--- src/rtl/uart_pkg.sv ---
// ---------------------------------------------------------------------------
// uart_pkg
// Shared types and constants for the UART transmit path.
//   txbuf_state_t   : transmit-buffer launch FSM states
//   TXBUF_DEPTH_DEF : default FIFO depth of uart_tx_buffer
//   UART_BYTE_W     : width of one UART data byte
// ---------------------------------------------------------------------------
package uart_pkg;

    localparam int TXBUF_DEPTH_DEF = 8;
    localparam int UART_BYTE_W     = 8;

    typedef enum logic [1:0] {
        IDLE   = 2'd0,
        LAUNCH = 2'd1,
        GUARD  = 2'd2,
        WAIT   = 2'd3
    } txbuf_state_t;

endpackage

--- src/rtl/uart_sync_fifo.sv ---
// ---------------------------------------------------------------------------
// uart_sync_fifo
// Single-clock FIFO with registered full/empty/count flags.
// Ports:
//   clk, rst        : clock, synchronous active-high reset
//   wr_en, wr_data  : push request / data (ignored while full)
//   rd_en           : pop request (ignored while empty)
//   rd_data         : entry at the read pointer (combinational read)
//   full, empty     : occupancy flags
//   count           : current occupancy, 0..DEPTH
// ---------------------------------------------------------------------------
module uart_sync_fifo #(
    parameter  int DEPTH = 8,
    parameter  int WIDTH = 8,
    localparam int AW    = $clog2(DEPTH),
    localparam int CW    = AW + 1
) (
    input  logic             clk,
    input  logic             rst,
    input  logic             wr_en,
    input  logic [WIDTH-1:0] wr_data,
    input  logic             rd_en,
    output logic [WIDTH-1:0] rd_data,
    output logic             full,
    output logic             empty,
    output logic [CW-1:0]    count
);

    logic [WIDTH-1:0] mem_q [DEPTH];

    logic [AW-1:0] wr_ptr_q, wr_ptr_d;
    logic [AW-1:0] rd_ptr_q, rd_ptr_d;
    logic [CW-1:0] count_q, count_d;
    logic          full_q, full_d;
    logic          empty_q, empty_d;
    logic          push;
    logic          pop;

    // A push while full is rejected even if a pop happens in the same cycle.
    assign push = wr_en && !full_q;
    assign pop  = rd_en && !empty_q;

    always_comb begin
        wr_ptr_d = wr_ptr_q;
        rd_ptr_d = rd_ptr_q;
        // DEPTH is a power of two, so pointer increments wrap naturally.
        if (push) wr_ptr_d = wr_ptr_q + AW'(1);
        if (pop)  rd_ptr_d = rd_ptr_q + AW'(1);
        count_d = count_q + CW'(push) - CW'(pop);
        full_d  = (count_d == CW'(DEPTH));
        empty_d = (count_d == '0);
    end

    always_ff @(posedge clk) begin
        if (rst) begin
            wr_ptr_q <= '0;
            rd_ptr_q <= '0;
            count_q  <= '0;
            full_q   <= 1'b0;
            empty_q  <= 1'b1;
        end else begin
            wr_ptr_q <= wr_ptr_d;
            rd_ptr_q <= rd_ptr_d;
            count_q  <= count_d;
            full_q   <= full_d;
            empty_q  <= empty_d;
        end
    end

    // Storage needs no reset: an entry is only read after it has been written.
    always_ff @(posedge clk) begin
        if (push) mem_q[wr_ptr_q] <= wr_data;
    end

    assign rd_data = mem_q[rd_ptr_q];
    assign full    = full_q;
    assign empty   = empty_q;
    assign count   = count_q;

endmodule

--- src/rtl/uart_tx_buffer.sv ---
// ---------------------------------------------------------------------------
// uart_tx_buffer
// Byte FIFO in front of the UART transmitter. Producers push at clock rate;
// bytes are launched to the UART one at a time with a trmt pulse and the
// next launch waits for tx_done. Wire order equals push order.
// Ports:
//   clk, rst        : clock, synchronous active-high reset
//   wr_en, wr_data  : producer push
//   full, empty     : FIFO occupancy flags
//   count           : FIFO occupancy
//   ovf, ovf_clr    : sticky dropped-push flag and its clear
//   trmt, tx_data   : one-cycle start pulse and byte to the UART
//   tx_done         : UART frame-complete level
//   busy            : a frame is in flight
//   ovf_cnt         : saturating dropped-push counter
// Build option: define UART_TXBUF_OVF_CNT_EN to add ovf_cnt.
//
// state  | meaning
// IDLE   | no frame in flight; load tx_data when the FIFO has a byte
// LAUNCH | trmt high for this cycle; FIFO entry popped
// GUARD  | tx_done may still be high from the previous frame; ignore it
// WAIT   | wait for tx_done from the UART
// ---------------------------------------------------------------------------
module uart_tx_buffer
    import uart_pkg::*;
#(
    parameter  int DEPTH = TXBUF_DEPTH_DEF,
    localparam int CW    = $clog2(DEPTH) + 1
) (
    input  logic                   clk,
    input  logic                   rst,
    input  logic                   wr_en,
    input  logic [UART_BYTE_W-1:0] wr_data,
    output logic                   full,
    output logic                   empty,
    output logic [CW-1:0]          count,
    output logic                   ovf,
    input  logic                   ovf_clr,
    output logic                   trmt,
    output logic [UART_BYTE_W-1:0] tx_data,
    input  logic                   tx_done,
    output logic                   busy
`ifdef UART_TXBUF_OVF_CNT_EN
    ,
    output logic [15:0]            ovf_cnt
`endif
);

    txbuf_state_t           state_q, state_d;
    logic [UART_BYTE_W-1:0] tx_data_q, tx_data_d;
    logic                   trmt_q, trmt_d;
    logic                   busy_q, busy_d;
    logic                   ovf_q, ovf_d;
    logic                   pop;
    logic                   drop;
    logic [UART_BYTE_W-1:0] fifo_rd_data;

    uart_sync_fifo #(
        .DEPTH (DEPTH),
        .WIDTH (UART_BYTE_W)
    ) u_fifo (
        .clk     (clk),
        .rst     (rst),
        .wr_en   (wr_en),
        .wr_data (wr_data),
        .rd_en   (pop),
        .rd_data (fifo_rd_data),
        .full    (full),
        .empty   (empty),
        .count   (count)
    );

    always_comb begin
        state_d   = state_q;
        tx_data_d = tx_data_q;
        pop       = 1'b0;
        case (state_q)
            IDLE: begin
                if (!empty) begin
                    tx_data_d = fifo_rd_data;
                    state_d   = LAUNCH;
                end
            end
            LAUNCH: begin
                pop     = 1'b1;
                state_d = GUARD;
            end
            GUARD: begin
                state_d = WAIT;
            end
            WAIT: begin
                if (tx_done) state_d = IDLE;
            end
            default: begin
                state_d = IDLE;
            end
        endcase
        // Decoded from the next state so trmt/busy are true flops aligned
        // with the state they describe.
        trmt_d = (state_d == LAUNCH);
        busy_d = (state_d != IDLE);
    end

    assign drop = wr_en && full;

    always_comb begin
        ovf_d = ovf_q;
        if (ovf_clr)   ovf_d = 1'b0;
        else if (drop) ovf_d = 1'b1;
    end

    always_ff @(posedge clk) begin
        if (rst) begin
            state_q   <= IDLE;
            tx_data_q <= '0;
            trmt_q    <= 1'b0;
            busy_q    <= 1'b0;
            ovf_q     <= 1'b0;
        end else begin
            state_q   <= state_d;
            tx_data_q <= tx_data_d;
            trmt_q    <= trmt_d;
            busy_q    <= busy_d;
            ovf_q     <= ovf_d;
        end
    end

`ifdef UART_TXBUF_OVF_CNT_EN
    logic [15:0] ovf_cnt_q, ovf_cnt_d;

    always_comb begin
        ovf_cnt_d = ovf_cnt_q;
        if (ovf_clr)                          ovf_cnt_d = '0;
        else if (drop && ovf_cnt_q != 16'hFFFF) ovf_cnt_d = ovf_cnt_q + 16'd1;
    end

    always_ff @(posedge clk) begin
        if (rst) ovf_cnt_q <= '0;
        else     ovf_cnt_q <= ovf_cnt_d;
    end

    assign ovf_cnt = ovf_cnt_q;
`endif

    assign tx_data = tx_data_q;
    assign trmt    = trmt_q;
    assign busy    = busy_q;
    assign ovf     = ovf_q;

endmodule

--- config.mk ---
export PLATFORM = sky130hd
export DESIGN_NAME = uart_tx_buffer
export DESIGN_NICKNAME = d
export VERILOG_FILES = /design/src/rtl/uart_pkg.sv /design/src/rtl/uart_sync_fifo.sv /design/src/rtl/uart_tx_buffer.sv
export SDC_FILE = /design/constraint.sdc
export NUM_CORES = 1
export LEC_CHECK = 0
export BUFFER_PORTS_ARGS = -buffer_cell sky130_fd_sc_hd__buf_2
export CAP_MARGIN = 40
export CELL_PAD_IN_SITES_DETAIL_PLACEMENT = 1
export CELL_PAD_IN_SITES_GLOBAL_PLACEMENT = 1
export CORE_MARGIN = 2
export CORE_UTILIZATION = 45
export CTS_BUF_LIST = sky130_fd_sc_hd__clkbuf_8 sky130_fd_sc_hd__clkbuf_16
export DETAILED_ROUTE_END_ITERATION = 12
export HOLD_SLACK_MARGIN = 0.06
export PLACE_DENSITY = 0.74
export SETUP_SLACK_MARGIN = 0.3
export SYNTH_ARGS = -nofsm -noshare
export SYNTH_HDL_FRONTEND = slang
export SYNTH_SLANG_ARGS = --single-unit
--- constraint.sdc ---
create_clock -name clk -period 2.9 [get_ports clk]
set_input_delay 0.145 -clock clk [delete_from_list [all_inputs] [get_ports clk]]
set_output_delay 0.145 -clock clk [all_outputs]
set_load 0.1 [all_outputs]
# Yosys cells after proc, flatten, opt, wreduce, memory -nomap -nowiden
# Memories as Yosys holds them, arrays and structs flattened. A register that Yosys moved wholly into a read port is not among the register bits.
# Cells that the tools add are included.
[totals]
ff_bits = 17
in_bits = 13
out_inout_bits = 17
mem_count = 1
ramBits = 64
latchBits = 0
mem_bits_ro = 0
[mem_list]
columns = ["name", "words", "width", "rd", "rd_ports_with_merged_regs", "write_ports", "line", "rtl"]
rows = [
  ["u_fifo.mem_q", 8, 8, 1, 1, 1, "uart_sync_fifo.sv:29", "logic [WIDTH-1:0] mem_q [DEPTH];"],
]
[classes]
muxes = 6
eq_ne = 5
bitwise_logic = 1
mul = 0
n_div = 0
reduce_logical = 10
n_lt_le_gt_ge = 0
n_addsub = 4
n_shift = 0
[op_table]
columns = ["cell", "n"]
rows = [
  ["one-hot mux 2 bit (4 select lines)", 1],
  ["adder 3 x 1 -> 3 bit (second input constant)", 2],
  ["adder 4 x 1 -> 4 bit", 1],
  ["== test 2 x 1 -> 1 bit (second input constant)", 2],
  ["== test 2 bit (second input constant)", 2],
  ["== test 4 bit (second input constant)", 1],
  ["zero test 4 bit", 1],
  ["two-way mux 2 bit", 2],
  ["subtractor 4 x 1 -> 4 bit", 1],
  ["logical AND 1 bit", 3],
  ["two-way mux 1 bit", 3],
  ["zero test 1 bit", 2],
  ["zero test 2 bit", 1],
  ["AND reduction 2 bit", 1],
  ["nonzero test 2 bit", 1],
  ["OR reduction 2 bit", 1],
  ["inverter 1 bit", 1],
]

# Longest topological paths before layout
[logic_depth]
depth_word = 5
mapped_depth = 9
ltp_nobuf = 9

# Cells and area by module
# A second synthesis with hierarchy kept.
[unflattened]
hier_cells = 223
area_unflattened_um2 = 3712.3
[modules_own_cells]
columns = ["module", "seq_area_each_um2", "instances", "area_per_inst_um2", "cells_each"]
rows = [
  ["uart_sync_fifo", 2222.1, 1, 3166.8, 169],
  ["uart_tx_buffer", 260.2, 1, 545.5, 54],
]

# Worst setup path before layout
# OpenSTA, ideal clock, no wires.
[synth_timing]
path_type = "register to register"
start = "reg u_fifo.empty_q, in the netlist u_fifo.empty"
end = "reg u_fifo.full_q, in the netlist u_fifo.full"
arrival_ps = 2529
stages_incl_launch_ff = 10
setup_time_ps = 78
setup_slack_ps = 294
cell_sequence = "dfxtp_1 nor3b_2 ha_1 inv_1 ha_1 inv_1 fa_1 xor2_1 nand3_1 nor3_1"
[synth_between]
elab_chain_cells = 4
[synth_rtl]
columns = ["item", "line", "rtl"]
rows = [
  ["start, declared", "uart_sync_fifo.sv:35", "logic empty_q, empty_d;"],
  ["start signal, assigned", "uart_sync_fifo.sv:66", "empty_q <= empty_d;"],
  ["zero test 1 bit", "uart_sync_fifo.sv:41", "assign pop = rd_en && !empty_q;"],
  ["logical AND 1 bit", "uart_sync_fifo.sv:41", ""],
  ["net u_fifo.pop", "uart_sync_fifo.sv:37", "logic pop;"],
  ["subtractor 4 x 1 -> 4 bit", "uart_sync_fifo.sv:49", "count_d = count_q + CW'(push) - CW'(pop);"],
  ["== test 4 bit", "uart_sync_fifo.sv:50", "full_d = (count_d == CW'(DEPTH));"],
  ["end signal, assigned", "uart_sync_fifo.sv:65", "full_q <= full_d;"],
  ["end, declared", "uart_sync_fifo.sv:34", "logic full_q, full_d;"],
]
# The timed path passes the listed nets, and every way through them passes these cells.
# A chain may end at the register's enable or synchronous reset.

# Worst setup path after layout
[layout_timing]
start = "reg state_q[0]"
end = "reg u_fifo.full_q, in the netlist u_fifo.full"
[layout_between]
elab_chain_cells = 5
[layout_rtl]
columns = ["item", "line", "rtl"]
rows = [
  ["start, declared", "uart_tx_buffer.sv:49", "txbuf_state_t state_q, state_d;"],
  ["start signal, assigned", "uart_tx_buffer.sv:120", "state_q <= state_d;"],
  ["== test 2 x 1 -> 1 bit", "uart_tx_buffer.sv:77", "case (state_q)"],
  ["two-way mux 1 bit", "uart_tx_buffer.sv:77", ""],
  ["logical AND 1 bit", "uart_sync_fifo.sv:41", ""],
  ["net u_fifo.pop", "uart_sync_fifo.sv:37", ""],
  ["subtractor 4 x 1 -> 4 bit", "uart_sync_fifo.sv:49", ""],
  ["== test 4 bit", "uart_sync_fifo.sv:50", ""],
]
# The timed path passes the listed nets, and every way through them passes these cells.

==> out/results.tsv <==
stage	metric	value	unit
min_path	WHS Path Cells	1	
sta	Fmax	424.5	MHz
routing	number of routed nets with antenna violations	0	
die	Die H	91.87	um
logic_synthesis	Synthesis Warnings	0	
sta	max_slew headroom	44.05	%
clocking	clk sinks	89	
die	I/O pin count	30	
routing	detailed-route via count	2012	
routing	drt pass-1 iters	4	
clocking	Resize count post-CTS	0	
placed_design	PortBufs	29	
die	# rows	32	
global_routing	vias in the first global route	2092	
run	max-cap violation count	0	
min_path	Hold Crit Class	input port to flop	
logic_synthesis	Post-synth EDFFs	64	
setup_path	Critical Path End Type	flop	
cells_and_area	share of cells above drive strength 1	20.43	%
cells_and_area	Layout area overhead	15.66	%
sta	Tightest Pin Transition	0.8361	ns
routing	final WL	7254	um
routing	Vias/cell	5.281	
placed_design	HPWL after DPL	4550	um
setup_path	CP max stage delay	0.40	ns
routing	WL/cell	19.04	um
global_routing	total gr overflow	0	
global_routing	gr usage total	18.41	%
pwr	worst vdd rail ir drop	0.7447	mV
setup_path	CP Class	flop to flop	
setup_path	WP data required	3.18	ns
logic_synthesis	Mapped Area	3475	um^2
clocking	Post CTS Setup Buffer Count	0	
logic_synthesis	Synth cell types	31	
clocking	CTS tree	built	
die	Core ar.	7607	um^2
setup_path	cell depth of the worst flop-to-flop path	9	
logic_synthesis	Mapped Cells	228	
routing	# DRC	0	
global_routing	largest net degree at the start of global routing	35	
clocking	Clock Tree Buf Depth	2	
logic_synthesis	post-synthesis register bit count	89	
setup_path	crit path max fanout	5	
cells_and_area	Final nets	294	
logic_synthesis	sequential area share after synthesis	69.72	%
global_routing	first-pass GRT wire length	11310	um
die	die footprint	8440	um^2
setup_path	Worst Path Buf+Inv	2	
logic_synthesis	mean post-synth cell area	15.24	um^2
sta	fin. max-slew vios	0	
setup_path	CP Cell Sequence	nor3b_2, ha_1, inv_1, ha_1, inv_1, fa_1, xor2_1, nand3_1, nor3_1	
setup_path	Critical Path AT	2.63	ns
placed_design	RD Place Congestion	0.7842	
sta	ratio of final minimum period to clock period	81.24	%
setup_path	worst r2r dst	u_fifo.full	
clocking	Clock Latency Late Sink	0.36	ns
logic_synthesis	Yosys top cell area share	55.31	%
min_path	HP Start	wr_data[7]	
setup_path	Crit. Startpoint	state_q[0]	
logic_synthesis	largest area contributor in the netlist	edfxtp_1	
min_path	Hold EP	u_fifo.mem_q[6][7]	
sta	final worst hold slack	0.08680	ns
logic_synthesis	ys flop type	edfxtp_1	
logic_synthesis	post-synthesis net count	248	
pwr	Leakage Power	1.424	nW
setup_path	reg2reg start	state_q[0]	
global_routing	initial antenna violation count	0	
clocking	Clock transition at path regs	0.09	ns
pwr	Power Density	983.2	nW/um^2
sta	fin crit period	2.356	ns
routing	Initial DRC Count	138	
setup_path	FF-to-FF setup slack	0.54	ns
die	Chip Width	91.87	um
sta	RSZ-0062 raised after global routing	false	
die	initial core utilization	45.67	%
sta	worst setup skew after layout	0.009737	ns
outcome	outcome	complete, no violations	
clocking	H-tree Lvls	3	
logic_synthesis	asr flop ratio synth	0	%
sta	Sum Neg Setup Slack	0	ns
clocking	CTS Hold Buffers Added	7	
setup_path	CP Launch Type	flop	
sta	Hold Vio Cnt, Final	0	
clocking	CTS buffer count	9	
sta	setup violators final	0	
logic_synthesis	top cells by area, synth	edfxtp_1 (55%), dfxtp_1 (14%), mux2i_1 (9.5%)	
setup_path	Crit path max-delay family	adder cells	
setup_path	CP max-delay cell	dfxtp_1	
cells_and_area	ant diodes	0	
clocking	clock root cell	clkbuf_8	
registers in the layout, summed over array words and instances, names as in the netlist:
register / cells
busy: 1
ovf: 1
state_q: 2
trmt: 1
tx_data: 8
u_fifo.count: 4
u_fifo.empty: 1
u_fifo.full: 1
u_fifo.mem_q: 64
u_fifo.rd_ptr_q: 3
u_fifo.wr_ptr_q: 3
layer usage:
layer	global-route usage [%]	part of all wire (%)	up-vias
met5	0	0	-
met4	6.343	1.1	0
met3	5.012	3.7	5
met2	30.33	52	36
met1	23.56	43	1026
li1	-	-	945
worst max path at each step:
stage / endpoint / cells past startpoint
2_1_floorplan: u_fifo.full / 9
3_3_place_gp: u_fifo.full / 9
3_5_place_dp: u_fifo.full / 9
4_1_cts: u_fifo.full / 9
5_1_grt: u_fifo.full / 9
6_report: u_fifo.full / 9
where the power goes:
part	internal (mW)	leakage [nW]	switching [mW]
logic	0.349	0.526	1.05
registers	1.52	0.787	0.0872
clock network	0.487	0.111	0.451
layout by cell type (no fill, tap or decap), drive strengths merged:
cell / instances
inv: 10
mux2i: 33
dlygate4sd3: 7
nand3: 1
ha: 6
and2: 1
bufinv: 2
or2: 1
clkinvlp: 1
a31oi: 1
nor2: 17
edfxtp: 64
clkbuf: 9
a21oi: 5
a32o: 8
a22oi: 16
nand2b: 5
nor2b: 3
nor3: 5
fa: 1
o21ai: 1
nand2: 7
nor3b: 1
dfxtp: 25
clkinv: 2
buf: 38
a21o: 1
xnor2: 3
a41o: 1
xor2: 4
metrics by stage:
step	cells	util, %	power (mW)	area, um^2	worst slack (ns)
6_report	381	52.83	3.951	4019	0.5441
5_1_grt	381	52.83	4.133	4019	0.4372
4_1_cts	381	52.83	3.984	4019	0.5388
3_5_place_dp	358	49.05	3.048	3731	0.5972
3_3_place_gp	358	49.05	3.007	3731	0.7473
2_1_floorplan	228	-	2.805	3476	0.4213
cell type report:
| cell class | instances | area, um^2 |
|---|---|---|
| multi-input cells | 121 | 935.9 |
| well taps | 102 | 127.6 |
| repair buffers | 45 | 282.8 |
| inverters | 8 | 30.03 |
| clock buffers | 9 | 123.9 |
| clock inverters | 7 | 93.84 |
| fillers | 770 | 3588 |
| flip-flops and latches | 89 | 2425 |
cell usage after synthesis (all sizes together), types with 3 or more instances:
library cell and count:
buf 7, a22oi 16, inv 7, a32o 8
xor2 4, ha 6, nor2b 3, nor2 17
dfxtp 25, nor3 5, nand2b 5, xnor2 3
a21oi 5, mux2i 33, edfxtp 64, clkbuf 3
nand2 7
cell families after synthesis:
group,Yosys count,share of synthesized area [%]
and+or+nand+nor,41,5.618
adders and majority gates,7,2.737
buffers and inverters,18,3.349
AOI/OAI and AO/OA,33,7.310
xor gates and xnor gates,7,1.765
muxes,33,9.507
DFF,89,69.72
Note: power is estimated with default switching activity, not from simulation.
